==> src/rtl/fwd_scoreboard_pkg.sv <==
// Shared definitions for the forwarding scoreboard: write-select encodings,
// forward-select values and the operand match modes used by fwd_match.
package fwd_scoreboard_pkg;

    localparam int REG_W    = 5;
    localparam int NUM_REGS = 32;

    typedef enum logic [1:0] {
        WSEL_NONE     = 2'b00,
        WSEL_SCALAR   = 2'b01,
        WSEL_MAT_ELEM = 2'b10,
        WSEL_MAT_ALL  = 2'b11
    } wsel_e;

    // Forward-select value that means "take the operand from the register file".
    localparam int FWD_REGFILE = 0;

    typedef enum logic [1:0] {
        MATCH_SCALAR  = 2'b00,
        MATCH_MAT_SRC = 2'b01,
        MATCH_MAT_ANY = 2'b10
    } match_mode_e;

    function automatic logic is_mat_write(input wsel_e w);
        return (w == WSEL_MAT_ELEM) || (w == WSEL_MAT_ALL);
    endfunction

    function automatic logic writes_scalar(input wsel_e w, input logic [REG_W-1:0] rd);
        return (w == WSEL_SCALAR) && (rd != '0);
    endfunction

endpackage

==> src/rtl/fwd_match.sv <==
// Priority matcher for one operand: finds the youngest bypass stage whose
// write satisfies the match mode and returns its 1-based index, else REGFILE.
module fwd_match
    import fwd_scoreboard_pkg::*;
#(
    parameter int NUM_BYPASS = 2,
    parameter int SEL_W      = $clog2(NUM_BYPASS + 1)
) (
    input  logic [REG_W*NUM_BYPASS-1:0] stg_rd,
    input  logic [2*NUM_BYPASS-1:0]     stg_wsel,
    input  logic [REG_W-1:0]            src_reg,
    input  match_mode_e                 mode,
    output logic [SEL_W-1:0]            sel
);

    logic [NUM_BYPASS-1:0] hit;

    for (genvar k = 0; k < NUM_BYPASS; k++) begin : g_stage
        wsel_e            w;
        logic [REG_W-1:0] rd;
        logic             stage_hit;

        assign w  = wsel_e'(stg_wsel[2*k +: 2]);
        assign rd = stg_rd[REG_W*k +: REG_W];

        // A whole-matrix write covers every matrix element, so it matches any matrix source.
        always_comb begin
            stage_hit = 1'b0;
            case (mode)
                MATCH_SCALAR:  stage_hit = writes_scalar(w, rd) && (rd == src_reg);
                MATCH_MAT_SRC: stage_hit = ((w == WSEL_MAT_ELEM) && (rd == src_reg)) ||
                                           (w == WSEL_MAT_ALL);
                MATCH_MAT_ANY: stage_hit = is_mat_write(w);
                default:       stage_hit = 1'b0;
            endcase
        end

        assign hit[k] = stage_hit;
    end

    // Scan from the oldest stage so the youngest hit is the last one written.
    always_comb begin
        sel = SEL_W'(FWD_REGFILE);
        for (int k = NUM_BYPASS - 1; k >= 0; k--) begin
            if (hit[k]) begin
                sel = SEL_W'(k + 1);
            end
        end
    end

endmodule

==> src/rtl/fwd_scoreboard.sv <==
// Latency scoreboard with bypass-select generation: tracks pending results per
// scalar register plus one matrix counter, stalls ID on RAW hazards, picks forwards.
module fwd_scoreboard
    import fwd_scoreboard_pkg::*;
#(
    parameter  int NUM_BYPASS = 2,
    parameter  int MAX_LAT    = 7,
    localparam int LAT_W      = $clog2(MAX_LAT + 1),
    localparam int SEL_W      = $clog2(NUM_BYPASS + 1)
) (
    input  logic                        clk,
    input  logic                        rst,
    input  logic                        issue_valid,
    input  logic [REG_W-1:0]            issue_rd,
    input  logic [1:0]                  issue_wsel,
    input  logic [LAT_W-1:0]            issue_lat,
    input  logic [REG_W-1:0]            id_rs1,
    input  logic [REG_W-1:0]            id_rs2,
    input  logic                        id_rs2_rsel,
    input  logic [REG_W-1:0]            ex_rs1,
    input  logic [REG_W-1:0]            ex_rs2,
    input  logic                        ex_rs2_rsel,
    input  logic [REG_W*NUM_BYPASS-1:0] stg_rd,
    input  logic [2*NUM_BYPASS-1:0]     stg_wsel,
    input  logic                        flush,
    output logic                        stall,
    output logic [SEL_W-1:0]            fwd_a,
    output logic [SEL_W-1:0]            fwd_b,
    output logic [SEL_W-1:0]            fwd_m,
    output logic [31:0]                 stall_cnt
);

    localparam logic [LAT_W-1:0] LAT_ONE = LAT_W'(1);
    localparam logic [LAT_W-1:0] LAT_MAX = LAT_W'(MAX_LAT);

    logic [LAT_W-1:0] reg_cnt [NUM_REGS];
    logic [LAT_W-1:0] mat_cnt;
    logic [LAT_W-1:0] lat_load;
    logic             rs1_busy;
    logic             rs2_busy;
    logic             do_issue;
    wsel_e            wsel;

    assign wsel = wsel_e'(issue_wsel);

    // A counter of 1 means the result reaches stage 1 next cycle and can be bypassed.
    always_comb begin
        rs1_busy = reg_cnt[id_rs1] > LAT_ONE;
        rs2_busy = id_rs2_rsel ? (reg_cnt[id_rs2] > LAT_ONE) : (mat_cnt > LAT_ONE);
        stall    = issue_valid && !flush && (rs1_busy || rs2_busy);
        do_issue = issue_valid && !stall && !flush;
        lat_load = (int'(issue_lat) > MAX_LAT) ? LAT_MAX : issue_lat;
    end

    // Entry 0 stays zero so x0 never looks busy; a fresh issue overrides the decrement.
    always_ff @(posedge clk) begin
        if (rst) begin
            for (int i = 0; i < NUM_REGS; i++) begin
                reg_cnt[i] <= '0;
            end
            mat_cnt   <= '0;
            stall_cnt <= '0;
        end else begin
            reg_cnt[0] <= '0;
            if (flush) begin
                for (int i = 1; i < NUM_REGS; i++) begin
                    reg_cnt[i] <= '0;
                end
                mat_cnt <= '0;
            end else begin
                for (int i = 1; i < NUM_REGS; i++) begin
                    if (do_issue && (wsel == WSEL_SCALAR) && (issue_rd == REG_W'(i))) begin
                        reg_cnt[i] <= lat_load;
                    end else if (reg_cnt[i] != '0) begin
                        reg_cnt[i] <= reg_cnt[i] - LAT_ONE;
                    end
                end
                if (do_issue && is_mat_write(wsel)) begin
                    mat_cnt <= lat_load;
                end else if (mat_cnt != '0) begin
                    mat_cnt <= mat_cnt - LAT_ONE;
                end
            end
            if (stall && (stall_cnt != '1)) begin
                stall_cnt <= stall_cnt + 32'd1;
            end
        end
    end

    fwd_match #(
        .NUM_BYPASS (NUM_BYPASS),
        .SEL_W      (SEL_W)
    ) u_match_a (
        .stg_rd   (stg_rd),
        .stg_wsel (stg_wsel),
        .src_reg  (ex_rs1),
        .mode     (MATCH_SCALAR),
        .sel      (fwd_a)
    );

    fwd_match #(
        .NUM_BYPASS (NUM_BYPASS),
        .SEL_W      (SEL_W)
    ) u_match_b (
        .stg_rd   (stg_rd),
        .stg_wsel (stg_wsel),
        .src_reg  (ex_rs2),
        .mode     (ex_rs2_rsel ? MATCH_SCALAR : MATCH_MAT_SRC),
        .sel      (fwd_b)
    );

    fwd_match #(
        .NUM_BYPASS (NUM_BYPASS),
        .SEL_W      (SEL_W)
    ) u_match_m (
        .stg_rd   (stg_rd),
        .stg_wsel (stg_wsel),
        .src_reg  (ex_rs2),
        .mode     (MATCH_MAT_ANY),
        .sel      (fwd_m)
    );

endmodule

==> config.mk <==
export PLATFORM = sky130hd
export DESIGN_NAME = fwd_scoreboard
export DESIGN_NICKNAME = d
export VERILOG_FILES = /design/src/rtl/fwd_scoreboard_pkg.sv /design/src/rtl/fwd_match.sv /design/src/rtl/fwd_scoreboard.sv
export SDC_FILE = /design/constraint.sdc
export NUM_CORES = 1
export LEC_CHECK = 0
export ABC_CLOCK_PERIOD_IN_PS = 5600
export BUFFER_PORTS_ARGS = -buffer_cell sky130_fd_sc_hd__buf_2
export CORE_MARGIN = 2
export CORE_UTILIZATION = 61
export CTS_BUF_LIST = sky130_fd_sc_hd__clkbuf_16
export DETAILED_ROUTE_END_ITERATION = 10
export PLACE_DENSITY = 0.89
export SLEW_MARGIN = 5
export SYNTH_ARGS = -nofsm -noshare
export SYNTH_HDL_FRONTEND = slang
export SYNTH_HIERARCHICAL = 1
export SYNTH_SLANG_ARGS = --single-unit
==> constraint.sdc <==
create_clock -name clk -period 5.6 [get_ports clk]
set_clock_uncertainty 0.1 [all_clocks]
set_input_delay 1.68 -clock clk [delete_from_list [all_inputs] [get_ports clk]]
set_output_delay 1.68 -clock clk [all_outputs]
set_load 0.005 [all_outputs]
# Word level (Yosys, flattened, before mapping)
# Memories as Yosys holds them, arrays and structs flattened.
# Cells that the tools add are included.
# W data, S select, Z words.
# totals
regBits,35
ram_bits,96
inputBits,50
output_inout_bits,39
wordCells,662
n_memories,1
# op_classes
n_addsub,33
n_lt_le_gt_ge,3
eq_ne,47
muxes,391
n_bitwise,94
n_reduce_logical,91
# memory_table
memory,depth,word_bits,rd,rd_clocked_by_memory_dff,wr,line,text
reg_cnt,32,3,33,0,32,fwd_scoreboard.sv:36,logic [LAT_W-1:0] reg_cnt [NUM_REGS];
# ops
op,count
$mux W3,96
$mux W1,287
$reduce_bool A3 Y1,32
$sub A3 B1 Y3 const B,32
$or A1 B1 Y1,94
$eq A5 B5 Y1 const B,16
$logic_and A1 B1 Y1,46
$eq A5 B4 Y1 const B,8
$add A32 B1 Y32 const B,1
$ne A32 B32 Y1 const B,1
$eq A5 B3 Y1 const B,4
$eq A5 B5 Y1,4
$eq A2 B2 Y1 const B,6
$mux W2,6
$eq A5 B2 Y1 const B,2
$reduce_bool A5 Y1,2
$gt A3 B1 Y1 const B,3
$eq A2 B1 Y1 const B,3
$logic_or A1 B1 Y1,6
$pmux W1 S3,2
$eq A5 B1 Y1 const B,1
$eq A1 B2 Y1 const B,1
$logic_not A1 Y1,2
$logic_not A2 Y1,1
3 further kinds,3

# Longest topological paths before layout
# Gate-level depths: netlist of run 1.
# An unclocked memory read counts as a cell.
# logic_depth
word_depth,16
depth_mapped,11
depth_no_buf,8

# Modules after synthesis
# The synthesis of run 1 kept the hierarchy.
# by_module_without_submodules
mod,n_inst,cells_each,area_each_um2,seq_area_each_um2
fwd_scoreboard,1,931,8953.6,3493.4
fwd_match,3,34,247.7,0.0

# Worst setup path after synthesis of run 1
# No wires, ideal clock.
# synth_timing
kind,in2out
from,in id_rs1[1]
to,out stall
arrival_ns,3.438
t_required_ns,3.820
slack_ns,0.382
path_stages,10
n_path_buf,4
path_cell_list,buf_4 buf_6 nor3_1 a31oi_1 o2111a_1 o32ai_1 o221a_2 buf_2 clkbuf_1 nor2_1
# synth_via
elab_chain_len,4
# synth_lines
item,line,text
start: declaration,fwd_scoreboard.sv:17,"input logic [REG_W-1:0] id_rs1,"
$mem_v2 Z32 W3,n/a,
$gt A3 B1 Y1,fwd_scoreboard.sv:48,rs1_busy = reg_cnt[id_rs1] > LAT_ONE;
$logic_or A1 B1 Y1,fwd_scoreboard.sv:50,stall = issue_valid && !flush && (rs1_busy || rs2_busy);
$logic_and A1 B1 Y1,fwd_scoreboard.sv:50,
end: declaration,fwd_scoreboard.sv:26,"output logic stall,"
# No other way between the ends.

# Worst setup path after layout of run 1
# Same ends and word-level chain as after synthesis.

==> results of run 1 <==
[power by group through the flow]
stage | registers [W] | clock network (W) | logic [W]
2_1_floorplan | 0.00145 | 0 | 0.00101
3_3_place_gp | 0.00149 | 0 | 0.00125
3_5_place_dp | 0.00151 | 0 | 0.00134
4_1_cts | 0.00149 | 0.00108 | 0.00138
5_1_grt | 0.00152 | 0.00112 | 0.00158
6_report | 0.00150 | 0.00108 | 0.00140
[logic make-up after synthesis]
group | Yosys count
XOR/XNOR | 31
flip-flops | 128
multiplexers | 128
adder cells (fa/ha/maj) | 75
AO/OA/AOI/OAI | 100
buffers and inverters | 147
AND/OR/NAND/NOR | 422
other | 2
[cell type report]
type                       instances  area, sq um  share of cell area, %
timing repair buffer              95          493                   4.55
clock buffer                      20          500                   4.62
inverter                          95          357                   3.29
clock inverter                    12         73.8                  0.681
multi-input combinational        769         5650                   52.2
tap                              216          270                   2.49
sequential                       128         3490                   32.2
[how the worst min path moves through the flow]
stage	startpoint	end	slack, ns
floorplan	stall_cnt[29]	stall_cnt[29]	0.38
global route	stall_cnt[25]	stall_cnt[25]	0.43
global placement	stall_cnt[29]	stall_cnt[29]	0.38
finish	stall_cnt[29]	stall_cnt[29]	0.39
CTS	stall_cnt[29]	stall_cnt[29]	0.40
detailed placement	stall_cnt[29]	stall_cnt[29]	0.38
[metal layers]
metal  track usage (%)  vias to the layer above  part of all wire [%]
met4              14.2                        0                   3.6
met2              47.5                      424                    49
li1                  -                     3877                     -
met1              34.4                     3903                    40
met3              5.74                       85                   7.8
met5                 0                        -                     0
[critical path, stage by stage]
cell and delay, ns:
buf_2 0.32, nor3b_1 0.24, o21ai_0 0.15, o2111a_1 0.18, o32ai_1 0.39, o221a_2 0.35
nor2_1 0.07, buf_2 0.13
[cells in the mapped netlist, types with 26 or more instances]
cell	n
or3_1	101
nor2_1	66
edfxtp_1	93
mux2i_1	97
a21oi_1	31
nand2_1	42
o21ai_0	26
inv_1	94
nand3_1	50
dfxtp_1	35
ha_1	75
nor3_1	36
clkbuf_1	40
nor2b_1	31
[flip-flops by register name (all words and copies together) (netlist names)]
register and flops:
stall_cnt 32, reg_cnt 93, mat_cnt 3
[stage by stage]
stage | hold WS, ns | std cells | power [W] | worst slack, ns
after floorplan | 0.377 | 1044 | 0.00246 | 0.382
after global placement | 0.376 | 1303 | 0.00274 | 0.431
after detailed placement | 0.385 | 1303 | 0.00284 | 0.415
after CTS | 0.395 | 1335 | 0.00395 | 0.325
after global routing | 0.430 | 1335 | 0.00422 | 0.153
final | 0.391 | 1335 | 0.00398 | 0.297
==> metrics.txt, run 1 <==
outcome finished, final reports clean; total grt overflow 0; vias in the first global route 8018; #FFs+latches synth 128; Core Util, Final 69.0%; setup TNS 0 ns; Max H-tree Level 4; Placed Area 0.0103 sq mm; Worst Max-Slew Pin Slew 1.25 ns; Reg power frac 37.6%; Area Growth Syn to Fin 11.8%; Clock transition at path regs 0.05 ns; Worst slew margin 16.5%; Post-Syn Instances 1033; Final Cell Area 0.0108 sq mm; Synth Cell Area 0.00970 sq mm; Initial DRC Count 761; largest family of logic cells by synthesized area simple AND/OR/NAND/NOR gates; Skew-Pair Late Insertion Delay 0.43 ns; Slew Viols, Final 0; PwrDens 368 mW/mm^2; Clock Power Share 27.1%; Critical Path RT 3.82 ns; share of cells above drive strength 1 14.3%; pin count of the biggest net entering global routing 79; Post-synth ARST share 0%; Pre-Repair DR Iteration Count 5; VDD IR max 0.239 mV; post-synthesis cell type count 56; routability cong. 0.902; Synth Flop Type edfxtp_1; final hold violations 0; synthesized area per cell 9.39 sq um; top cells by area, synth edfxtp_1 29%, mux2i_1 10%, ha_1 9.7%; simple-gate share of the synthesized area 24.0%; Final #Nets 1231; Hold Crit Class flip-flop to flip-flop; Rows 46; r2r setup slk 2.05 ns; CP Capture Type primary output; CP Capture Point stall; CP max FO 19; vias 8289; Initial Utilization 61.7%; # clock sinks 128; reg2reg start reg_cnt[16][2]; final antenna-violating net count 0; combinational share of power 35.2%; Worst setup startpoint id_rs1[1]; reg2reg path depth 8; hold_buf cts 0; hold path depth 2; Routed WL 23600 um; TritonCTS buffer count 17; fmax 189 MHz; RSZ-0062 raised after global routing false; # Post-CTS Setup Buffers 0; post-cts resize count 0; multiplexer share of the synthesized area 14.6%; TritonCTS clock tree built; Chip Width 130 um; wire per inst 17.7 um; die area 0.0169 sq mm; switch share 35.6%; IO buf count 88; reg2reg end reg_cnt[13][0]; final worst path period share 94.7%; filler instances 1135; Post-Synth XOR/XNOR Area 2.80%; Tmin final 5.30 ns; Warnings, synthesis 6; critical path type input port to primary output; leading cell type in the layout, fill and taps excluded or3_1; Yosys top cell area share 28.8%; Root Buffer Master clkbuf_16; number of synthesized flops with an enable pin 93; Via density 6.21; # diodes 0; Critical Path Source Type input port; Pint 0.00257 W; dominant cell type by area after synthesis edfxtp_1; global-route usage over all layers 28.2%; Die Span Y 130 um; leak pwr 4.55 nW; drc violations 0; I/O pins 89; register area share after synthesis 36.0%; commonest cells after routing, fill and taps aside 101 x or3_1, 97 x mux2i_1, 95 x inv_1; complex-gate fraction of the synthesized area 6.67%; clock buffer depth 2; Post-Synth Adder-Cell Area 9.68%; max_cap viols 0; initial antenna violation count 0; Final setup viols 0; Final HPWL DP 16000 um; first-pass GRT wire length 37500 um; Net Sw Power 0.00142 W; critical path arrival 3.52 ns; CORE AREA 0.0157 sq mm
(Power assumes the default switching activity.)
==> run 2, diff against run 1 <==
--- a/config.mk
+++ b/config.mk
@@ -11,6 +11,7 @@
 export CORE_UTILIZATION = 61
 export CTS_BUF_LIST = sky130_fd_sc_hd__clkbuf_16
 export DETAILED_ROUTE_END_ITERATION = 10
+export MAX_ROUTING_LAYER = met4
 export PLACE_DENSITY = 0.89
 export SLEW_MARGIN = 5
 export SYNTH_ARGS = -nofsm -noshare
==> metrics.txt, run 2 (same netlist as run 1, synthesis figures left out) <==
outcome finished, final reports clean; # diodes 0; reg2reg path depth 8; post-cts resize count 0; final hold violations 0; Final HPWL DP 16000 um; Pre-Repair DR Iteration Count 6; Initial Utilization 61.7%; leak pwr 4.55 nW; # Post-CTS Setup Buffers 0; hold_buf cts 0; final hold slack 0.391 ns; most frequent CP cell buf_2; Max stage delay cell, worst path o32ai_1; Skew-Pair Late Insertion Delay 0.43 ns; Clock transition at path regs 0.05 ns; Initial DRC Count 741; final antenna-violating net count 0; IO buf count 88; Critical Path RT 3.82 ns; CP Capture Type primary output; routability cong. 0.917; pin count of the biggest net entering global routing 79; clock buffer depth 2; Root Buffer Master clkbuf_16; Area Growth Syn to Fin 11.8%; final worst path period share 94.7%; Final #Nets 1231; Hold Crit Class flip-flop to flip-flop; global-route usage over all layers 29.1%; I/O pins 89; Via density 6.21; total grt overflow 0; total chip power 0.00398 W; max FFs per register 93; critical-path cell list buf_2 > nor3b_1 > o21ai_0 > o2111a_1 > o32ai_1 > o221a_2 > nor2_1 > buf_2; hold path depth 2; drc violations 0; Worst Max-Slew Pin Slew 1.28 ns; Critical Path Source Type input port; Slew Viols, Final 0; Tmin final 5.31 ns; critical path type input port to primary output; fmax 188 MHz; Chip Width 130 um; Final setup viols 0; # clock sinks 128; initial antenna violation count 0; RSZ-0062 raised after global routing false; leading cell type in the layout, fill and taps excluded or3_1; largest registers reg_cnt: 93 flops, stall_cnt: 32 flops, mat_cnt: 3 flops; TritonCTS buffer count 17; Rows 46; die area 0.0169 sq mm; first-pass GRT wire length 37500 um; CORE AREA 0.0157 sq mm; commonest cells after routing, fill and taps aside 101 x or3_1, 97 x mux2i_1, 95 x inv_1; critical path arrival 3.53 ns; wire per inst 17.7 um; setup TNS 0 ns; Biggest register reg_cnt; Die Span Y 130 um; Routed WL 23600 um; CP max FO 19; vias in the first global route 8007; Worst slew margin 14.6%; VDD IR max 0.235 mV; share of cells above drive strength 1 14.3%; TritonCTS clock tree built; vias 8296; PwrDens 367 mW/mm^2; CP max stage delay 0.39 ns; Max H-tree Level 4; max_cap viols 0
[run 2: cell counts in the layout (fill, tap and decap cells not counted)]
No cell type changed its count.
[run 2: power by group]
| part | switching, W | total [W] | internal (W) | leakage, nW |
|---|---|---|---|---|
| registers | 0.000168 | 0.00150 | 0.00133 | 1.35 |
| clock network | 0.000434 | 0.00108 | 0.000644 | 0.297 |
| logic | 0.000813 | 0.00140 | 0.000591 | 2.91 |
| total | 0.00141 | 0.00398 | 0.00257 | 4.55 |
[run 2: per-stage QoR]
step,std cells,cell area [sq um],utilization (%),setup slack [ns]
2_1_floorplan,1044,9740,-,0.382
3_3_place_gp,1303,10300,65.3,0.431
3_5_place_dp,1303,10300,65.3,0.415
4_1_cts,1335,10800,69.0,0.325
5_1_grt,1335,10800,69.0,0.153
6_report,1335,10800,69.0,0.295
[run 2: layer usage]
| layer | track usage, % | up-vias | part of all wire [%] |
|---|---|---|---|
| li1 | - | 3879 | - |
| met1 | 34.8 | 3920 | 40 |
| met2 | 47.6 | 419 | 49 |
| met3 | 5.82 | 78 | 7.5 |
| met4 | 13.0 | 0 | 3.2 |
| met5 | - | - | 0 |
[run 2: final timing paths]
check | start | end | slack [ns]
worst max-delay path | id_rs1[1] | stall | 0.29
worst min-delay path | stall_cnt[29] | stall_cnt[29] | 0.39
worst min register to register | stall_cnt[29] | stall_cnt[29] | 0.39
worst max register to register | reg_cnt[16][2] | reg_cnt[13][2] | 2.05
[run 2: worst max-delay path: cells and delay by family]
kind            cells  cell delay (ns)
simple gates        2             0.31
buf+inv             2             0.45
compound gates      4             1.07
[run 2: final cells by class]
cell class,count,area [sq um]
clock buffers,20,500
clock inverters,12,73.8
fillers,1135,4870
inverters,95,357
multi-input cells,769,5650
flip-flops and latches,128,3490
well taps,216,270
repair buffers,95,493
